### config.mk
export PLATFORM = sky130hd
export DESIGN_NAME = vscale_htif_pcr_arbiter
export DESIGN_NICKNAME = d
export VERILOG_FILES = /design/src/rtl/vscale_htif_pcr_arbiter_pkg.sv /design/src/rtl/vscale_rr_arb2.sv /design/src/rtl/vscale_htif_pcr_arbiter.sv
export SDC_FILE = /design/constraint.sdc
export NUM_CORES = 1
export LEC_CHECK = 0
export ABC_AREA = 1
export ABC_CLOCK_PERIOD_IN_PS = 2100
export CORE_AREA = 2 2 146 148
export CTS_CLUSTER_DIAMETER = 40
export DETAILED_ROUTE_END_ITERATION = 7
export DIE_AREA = 0 0 148 150
export SETUP_SLACK_MARGIN = 0.1
export SLEW_MARGIN = 20
export SYNTH_ARGS = -nofsm -noshare
export SYNTH_HDL_FRONTEND = slang
export SYNTH_HIERARCHICAL = 1
export SYNTH_SLANG_ARGS = --single-unit
### constraint.sdc
create_clock -name clk -period 2.1 [get_ports clk]
set_clock_uncertainty 0.05 [all_clocks]
set_input_delay 0.42 -clock clk [delete_from_list [all_inputs] [get_ports clk]]
set_output_delay 0.42 -clock clk [all_outputs]
set_load 0.01 [all_outputs]
### src/rtl/vscale_htif_pcr_arbiter_pkg.sv
// Shared types and widths for the two-requester HTIF PCR arbiter.
// The width defaults mirror the core's CSR address width and PCR data width.
package vscale_htif_pcr_arbiter_pkg;

    localparam int CSR_ADDR_WIDTH = 12;
    localparam int HTIF_PCR_WIDTH = 64;

    typedef enum logic [1:0] {
        ST_IDLE      = 2'd0,
        ST_ISSUE     = 2'd1,
        ST_WAIT_RESP = 2'd2
    } arb_state_t;

    function automatic logic [1:0] onehot2(input logic idx);
        return idx ? 2'b10 : 2'b01;
    endfunction

endpackage

### src/rtl/vscale_rr_arb2.sv
// Two-input round-robin picker: a lone request wins outright; when both
// requesters are asking, the one that was not granted last time wins.
module vscale_rr_arb2
    import vscale_htif_pcr_arbiter_pkg::*;
(
    input  logic [1:0] req,
    input  logic       last,
    output logic [1:0] gnt,
    output logic       idx
);

    always_comb begin
        idx = 1'b0;
        case (req)
            2'b10:   idx = 1'b1;
            2'b11:   idx = ~last;
            default: idx = 1'b0;
        endcase
        gnt = (|req) ? onehot2(idx) : 2'b00;
    end

endmodule

### src/rtl/vscale_htif_pcr_arbiter.sv
// Shares the core's single HTIF PCR request/response channel between the test
// harness (port 0) and the debug/loader agent (port 1), one transaction at a time.
module vscale_htif_pcr_arbiter
    import vscale_htif_pcr_arbiter_pkg::*;
#(
    parameter int ADDR_W = CSR_ADDR_WIDTH,
    parameter int DATA_W = HTIF_PCR_WIDTH
) (
    input  logic                  clk,
    input  logic                  reset_n,
    input  logic [1:0]            rq_valid,
    output logic [1:0]            rq_ready,
    input  logic [1:0]            rq_rw,
    input  logic [2*ADDR_W-1:0]   rq_addr,
    input  logic [2*DATA_W-1:0]   rq_data,
    output logic [1:0]            rs_valid,
    input  logic [1:0]            rs_ready,
    output logic [DATA_W-1:0]     rs_data,
    output logic                  htif_pcr_req_valid,
    input  logic                  htif_pcr_req_ready,
    output logic                  htif_pcr_req_rw,
    output logic [ADDR_W-1:0]     htif_pcr_req_addr,
    output logic [DATA_W-1:0]     htif_pcr_req_data,
    input  logic                  htif_pcr_resp_valid,
    output logic                  htif_pcr_resp_ready,
    input  logic [DATA_W-1:0]     htif_pcr_resp_data,
    output logic                  busy,
    output logic                  owner
);

    arb_state_t        r_state;
    arb_state_t        w_state_nxt;
    logic              r_last;
    logic              r_owner;
    logic              r_rw;
    logic [ADDR_W-1:0] r_addr;
    logic [DATA_W-1:0] r_data;
    logic [1:0]        w_gnt;
    logic              w_idx;
    logic              w_accept;

    vscale_rr_arb2 u_arb (
        .req  (rq_valid),
        .last (r_last),
        .gnt  (w_gnt),
        .idx  (w_idx)
    );

    // Every handshake output is held low while reset_n is asserted, so nothing
    // is accepted or forwarded during the reset cycle itself.
    always_comb begin
        w_state_nxt         = r_state;
        w_accept            = 1'b0;
        rq_ready            = 2'b00;
        htif_pcr_req_valid  = 1'b0;
        rs_valid            = 2'b00;
        htif_pcr_resp_ready = 1'b0;
        if (reset_n) begin
            case (r_state)
                ST_IDLE: begin
                    rq_ready = w_gnt;
                    w_accept = |rq_valid;
                    if (w_accept) w_state_nxt = ST_ISSUE;
                end
                ST_ISSUE: begin
                    htif_pcr_req_valid = 1'b1;
                    if (htif_pcr_req_ready) w_state_nxt = ST_WAIT_RESP;
                end
                ST_WAIT_RESP: begin
                    rs_valid            = onehot2(r_owner) & {2{htif_pcr_resp_valid}};
                    htif_pcr_resp_ready = rs_ready[r_owner];
                    if (htif_pcr_resp_valid && rs_ready[r_owner]) w_state_nxt = ST_IDLE;
                end
                default: w_state_nxt = ST_IDLE;
            endcase
        end
    end

    always_ff @(posedge clk) begin
        if (!reset_n) begin
            r_state <= ST_IDLE;
            r_last  <= 1'b1;
            r_owner <= 1'b0;
            r_rw    <= 1'b0;
            r_addr  <= '0;
            r_data  <= '0;
        end else begin
            r_state <= w_state_nxt;
            if (w_accept) begin
                r_last  <= w_idx;
                r_owner <= w_idx;
                r_rw    <= rq_rw[w_idx];
                r_addr  <= w_idx ? rq_addr[2*ADDR_W-1:ADDR_W] : rq_addr[ADDR_W-1:0];
                r_data  <= w_idx ? rq_data[2*DATA_W-1:DATA_W] : rq_data[DATA_W-1:0];
            end
        end
    end

    assign htif_pcr_req_rw   = r_rw;
    assign htif_pcr_req_addr = r_addr;
    assign htif_pcr_req_data = r_data;
    assign rs_data           = htif_pcr_resp_data;
    assign busy              = reset_n && (r_state != ST_IDLE);
    assign owner             = r_owner;

endmodule
After elaboration in Yosys (flattened, before gate mapping)
Index checks and enable logic that the tools add are counted.
{ "totals": {"ff_bits": 81, "inputBits": 226, "out_inout_bits": 149, "word_cells": 47} }
{ "classes": {"order_cmp": 2, "eq_ne": 7, "n_mux": 24, "bitwise": 2, "n_reduce_logical": 6} }
{ "ops": {"columns": ["op", "count"], "rows": [
  ["64-bit two-way mux", 1],
  ["2-bit two-way mux", 10],
  ["12-bit two-way mux", 1],
  ["1-bit two-way mux", 10],
  ["2-bit equality test, second input constant", 3],
  ["2-bit inequality test, second input constant", 3],
  ["2-bit case mux with 3 select lines", 1],
  ["1-bit by 2-bit < comparator with 1-bit output, second input constant", 2],
  ["3-bit AND reduction", 1],
  ["2-bit AND", 1],
  ["2-bit by 1-bit equality test with 1-bit output, second input constant", 1],
  ["1-bit logical AND", 2],
  ["2-bit zero test", 1],
  ["1-bit case mux with 2 select lines", 1],
  ["2-bit nonzero test", 1],
  ["2-bit OR reduction", 1],
  ["1-bit inverter", 1]
]} }

Depth between registers and ports, before layout
Gate-level depths: netlist (run 1).
{ "logic_depth": {"depth_word": 6, "depth_mapped": 9} }

Modules after synthesis
The synthesis (run 1) kept the hierarchy.
{ "modules_own_cells": {"columns": ["module", "n_inst", "cells_each", "area_per_inst_um2", "seq_area_each_um2"], "rows": [
  ["vscale_htif_pcr_arbiter", 1, 837, 4922.2, 1621.6],
  ["vscale_rr_arb2", 1, 6, 25.0, 0.0]
]} }

Least setup slack after synthesis (run 1)
OpenSTA, ideal clock, no wires.
{ "synth_timing": {"path_type": "input -> output", "start": "in reset_n", "end": "out rs_valid[1]", "arrival_ps": 1035, "slack_ps": 595, "stages": 3, "n_path_buf": 1, "path_cell_list": "buf_2 nand3_1 nor3b_1"} }
{ "synth_between": {"elab_chain_cells": 1} }
{ "synth_rtl": {"columns": ["element", "line_no", "text"], "rows": [
  ["start, declared", "vscale_htif_pcr_arbiter.sv:10", "input logic reset_n,"],
  ["2-bit two-way mux", "vscale_htif_pcr_arbiter.sv:58", "if (reset_n) begin"],
  ["end, declared", "vscale_htif_pcr_arbiter.sv:16", "output logic [1:0] rs_valid,"]
]} }
Every way passes these cells.

Worst setup path in the final report (run 1)
{ "layout_timing": {"start": "in htif_pcr_resp_valid", "end": "out rs_valid[1]"} }
{ "layout_between": {"elab_chain_cells": 3} }
{ "layout_rtl": {"columns": ["element", "line_no", "text"], "rows": [
  ["start, declared", "vscale_htif_pcr_arbiter.sv:24", "input logic htif_pcr_resp_valid,"],
  ["2-bit AND", "vscale_htif_pcr_arbiter.sv:70", "rs_valid = onehot2(r_owner) & {2{htif_pcr_resp_valid}};"],
  ["2-bit two-way mux", "vscale_htif_pcr_arbiter.sv:59", "case (r_state)"],
  ["2-bit two-way mux", "vscale_htif_pcr_arbiter.sv:58", null]
]} }
Every way passes these cells.

==> results of run 1 <==
timing repair:
action / 4_1_cts / 5_1_grt
setup endpoints to repair: 7 / 3
setup buffers: 0 / 0
resized for setup: 9 / 8
layer usage:
| layer | GRT usage | part of all wire |
|---|---|---|
| met4 | 0.0548 | 0.029 |
| met5 | 0 | 0 |
| met2 | 0.207 | 0.46 |
| met1 | 0.135 | 0.41 |
| met3 | 0.0552 | 0.10 |
worst max-delay path: stages:
cell and delay [ns]:
clkdlybuf4s50_1 0.45, inv_1 0.07, nor3b_1 0.19, dlygate4sd2_1 0.29
Yosys cell counts:
master and number:
o21ai_0 79, nand2_1 240, nor2_1 161, o31ai_1 1
nand3_2 1, inv_1 164, buf_4 73, buf_1 1
dfxtp_1 81, nand4_1 1, buf_2 13, nand3_1 2
nor3_1 1, nor2_4 1, a21oi_1 3, buf_6 6
nor3b_1 1, clkbuf_1 14
stage by stage:
step / util / total power, uW / TNS [ns] / worst slack, ns / hold slack [ns]
after floorplan: - / 2660 / 0 / 0.595 / 0.422
after global placement: 0.354 / 3340 / -0.625 / -0.183 / 0.447
after detailed placement: 0.354 / 3350 / -0.793 / -0.202 / 0.449
after CTS: 0.368 / 5000 / 0 / 0.0788 / 0.348
after global routing: 0.367 / 5230 / 0 / 0.144 / 0.372
final: 0.367 / 4870 / 0 / 0.213 / 0.374
flip-flops by register name (all words and copies together) (netlist names):
register	count
owner	1
r_last	1
r_state	2
htif_pcr_req_rw	1
htif_pcr_req_data	64
htif_pcr_req_addr	12
final timing paths:
| kind | end | slack (ns) | cells after the start |
|---|---|---|---|
| worst max register to register | htif_pcr_req_data[16] | 0.66 | 6 |
| worst min-delay path | owner | 0.37 | 3 |
| worst min register to register | htif_pcr_req_data[63] | 0.46 | 4 |
| worst max-delay path | rs_valid[1] | 0.21 | 4 |
cells by family (layout without fill, tap and decap cells):
| logic type | Yosys count | count (layout) | synth area share |
|---|---|---|---|
| compound gates | 83 | 83 | 0.0845 |
| buf+inv | 271 | 456 | 0.273 |
| flops | 81 | 81 | 0.328 |
| simple gates | 408 | 408 | 0.314 |
layout make-up:
cell class | count | area [um2]
sequential | 81 | 1620
fill | 2247 | 13100
clock buffer | 12 | 236
multi-input combinational | 491 | 2000
tap | 275 | 344
inverter | 164 | 616
timing repair buffer | 276 | 2730
clock inverter | 4 | 53.8
power breakdown:
part | internal [uW] | leakage (uW) | switching, uW
registers | 1710 | 0.000668 | 88.0
clock network | 926 | 0.000133 | 653
logic | 818 | 0.00294 | 679
total | 3450 | 0.00374 | 1420
==> impl_metrics.csv, run 1 <==
group,metric,value,unit
run_status,status,"complete, no violations",
floorplanning,ios,375,
timing,finalHoldViolations,0,
floorplanning,die_h,150,um
clock_network,cts_made_buffers,9,
clock_network,clk_latency,0.33,ns
global_routing,antenna_found_initial,0,
hold_path,worstHoldStart,"reset_n",
flow_run,maxCapViolations,0,
logic_synthesis,ys_ff_latch,81,
clock_network,path_clk_slew,0.06,ns
hold_path,hp-class,"input port to flop",
logic_synthesis,syn_area,0.00495,mm2
critical_path,worst-path-max-fanout,3,
detailed_routing,drt-total-wl,14100,um
logic_synthesis,syn_avg_cell_area,5.87,um2
detailed_routing,drtIter0Drc,100,
cells_and_area,postLayoutCellArea,0.00760,mm2
global_routing,overflow,0,
timing,grt_setup_unrepaired,"no",
critical_path,crit_start,"htif_pcr_resp_valid",
critical_path,crit_required,1.63,ns
place,place_inst,1287,
logic_synthesis,synth_top_area_cell,"dfxtp_1",
clock_network,cts.sinks,81,
cells_and_area,layout_commonest_cell,"nand2_1",
logic_synthesis,ys_seq_area_frac,0.328,
cells_and_area,fin_nets,1249,
detailed_routing,vias,4934,
detailed_routing,drtPass1Iterations,4,
global_routing,grt_usage,0.124,
critical_path,critical_path_class,"input port to primary output",
timing,slew-limit-headroom,0.683,
detailed_routing,drc,0,
timing,final_max_slew_viol_count,0,
cells_and_area,finalNonFillerCells,1303,
floorplanning,die_area,0.0222,mm2
critical_path,critPathCaptureType,"primary output",
pwr,power_density,641,mW/mm2
timing,worst_pin_slew,0.476,ns
cells_and_area,drive_gt1_frac,0.0506,
cells_and_area,synthToLayoutAreaGrowth,53.5,%
logic_synthesis,synth_area_leaders,"dfxtp_1 33%, nand2_1 18%, inv_1 12%, nor2_1 12%, buf_4 11%",
logic_synthesis,yosysUniqueCellTypes,18,
pwr,p_leak,0.00374,uW
timing,fmax,530,MHz
place,gp_congestion,0.760,
detailed_routing,via_per_inst,3.79,
cells_and_area,final_cell_mix,"240 x nand2_1, 237 x clkdlybuf4s50_1, 163 x inv_1, 161 x nor2_1, 81 x dfxtp_1",
global_routing,grt_pass1_vias,4482,
timing,fin_crit_sh,0.899,
clock_network,h-tree-depth,3,
floorplanning,die_x,148,um
timing,setup_viol,0,
clock_network,clk_path_buf_depth,2,
clock_network,ctsHoldBuffers,0,
global_routing,grt_pass1_wl,21700,um
critical_path,timing.rr.start,"r_last",
floorplanning,rows,53,
global_routing,grt_max_degree,76,
critical_path,startpoint_type,"input port",
place,portBuffers,246,
place,dpl_cell_area,0.00732,mm2
timing,fin_crit,1.89,ns
floorplanning,start_util,0.239,
floorplanning,coreArea,0.0207,mm2
clock_network,cts-root-buf,"clkbuf_16",
logic_synthesis,netlist_instances,843,
cells_and_area,diodes,0,
logic_synthesis,yosys_warnings,6,
detailed_routing,avgRoutedWirePerCell,10.8,um
logic_synthesis,synth_top_area_frac,0.328,
place,place.detailed.hpwl,10700,um
pwr,peakVddDrop,0.353,mV
critical_path,cp.arrival,1.42,ns
logic_synthesis,syn-num-nets,1069,
clock_network,cts_tree,"done",
detailed_routing,postRouteAntennaNets,0,
(Power assumes the default switching activity.)
==> run 2, diff against run 1 <==
CTS_CLUSTER_DIAMETER = 100   (was 40)
==> results of run 2 <==
The final DEF is identical to that of run 1; final timing and power are the same.
==> run 3, diff against run 2 <==
CAP_MARGIN = 20   (was unset)
==> results of run 3 <==
The final DEF is identical to that of run 1; final timing and power are the same.
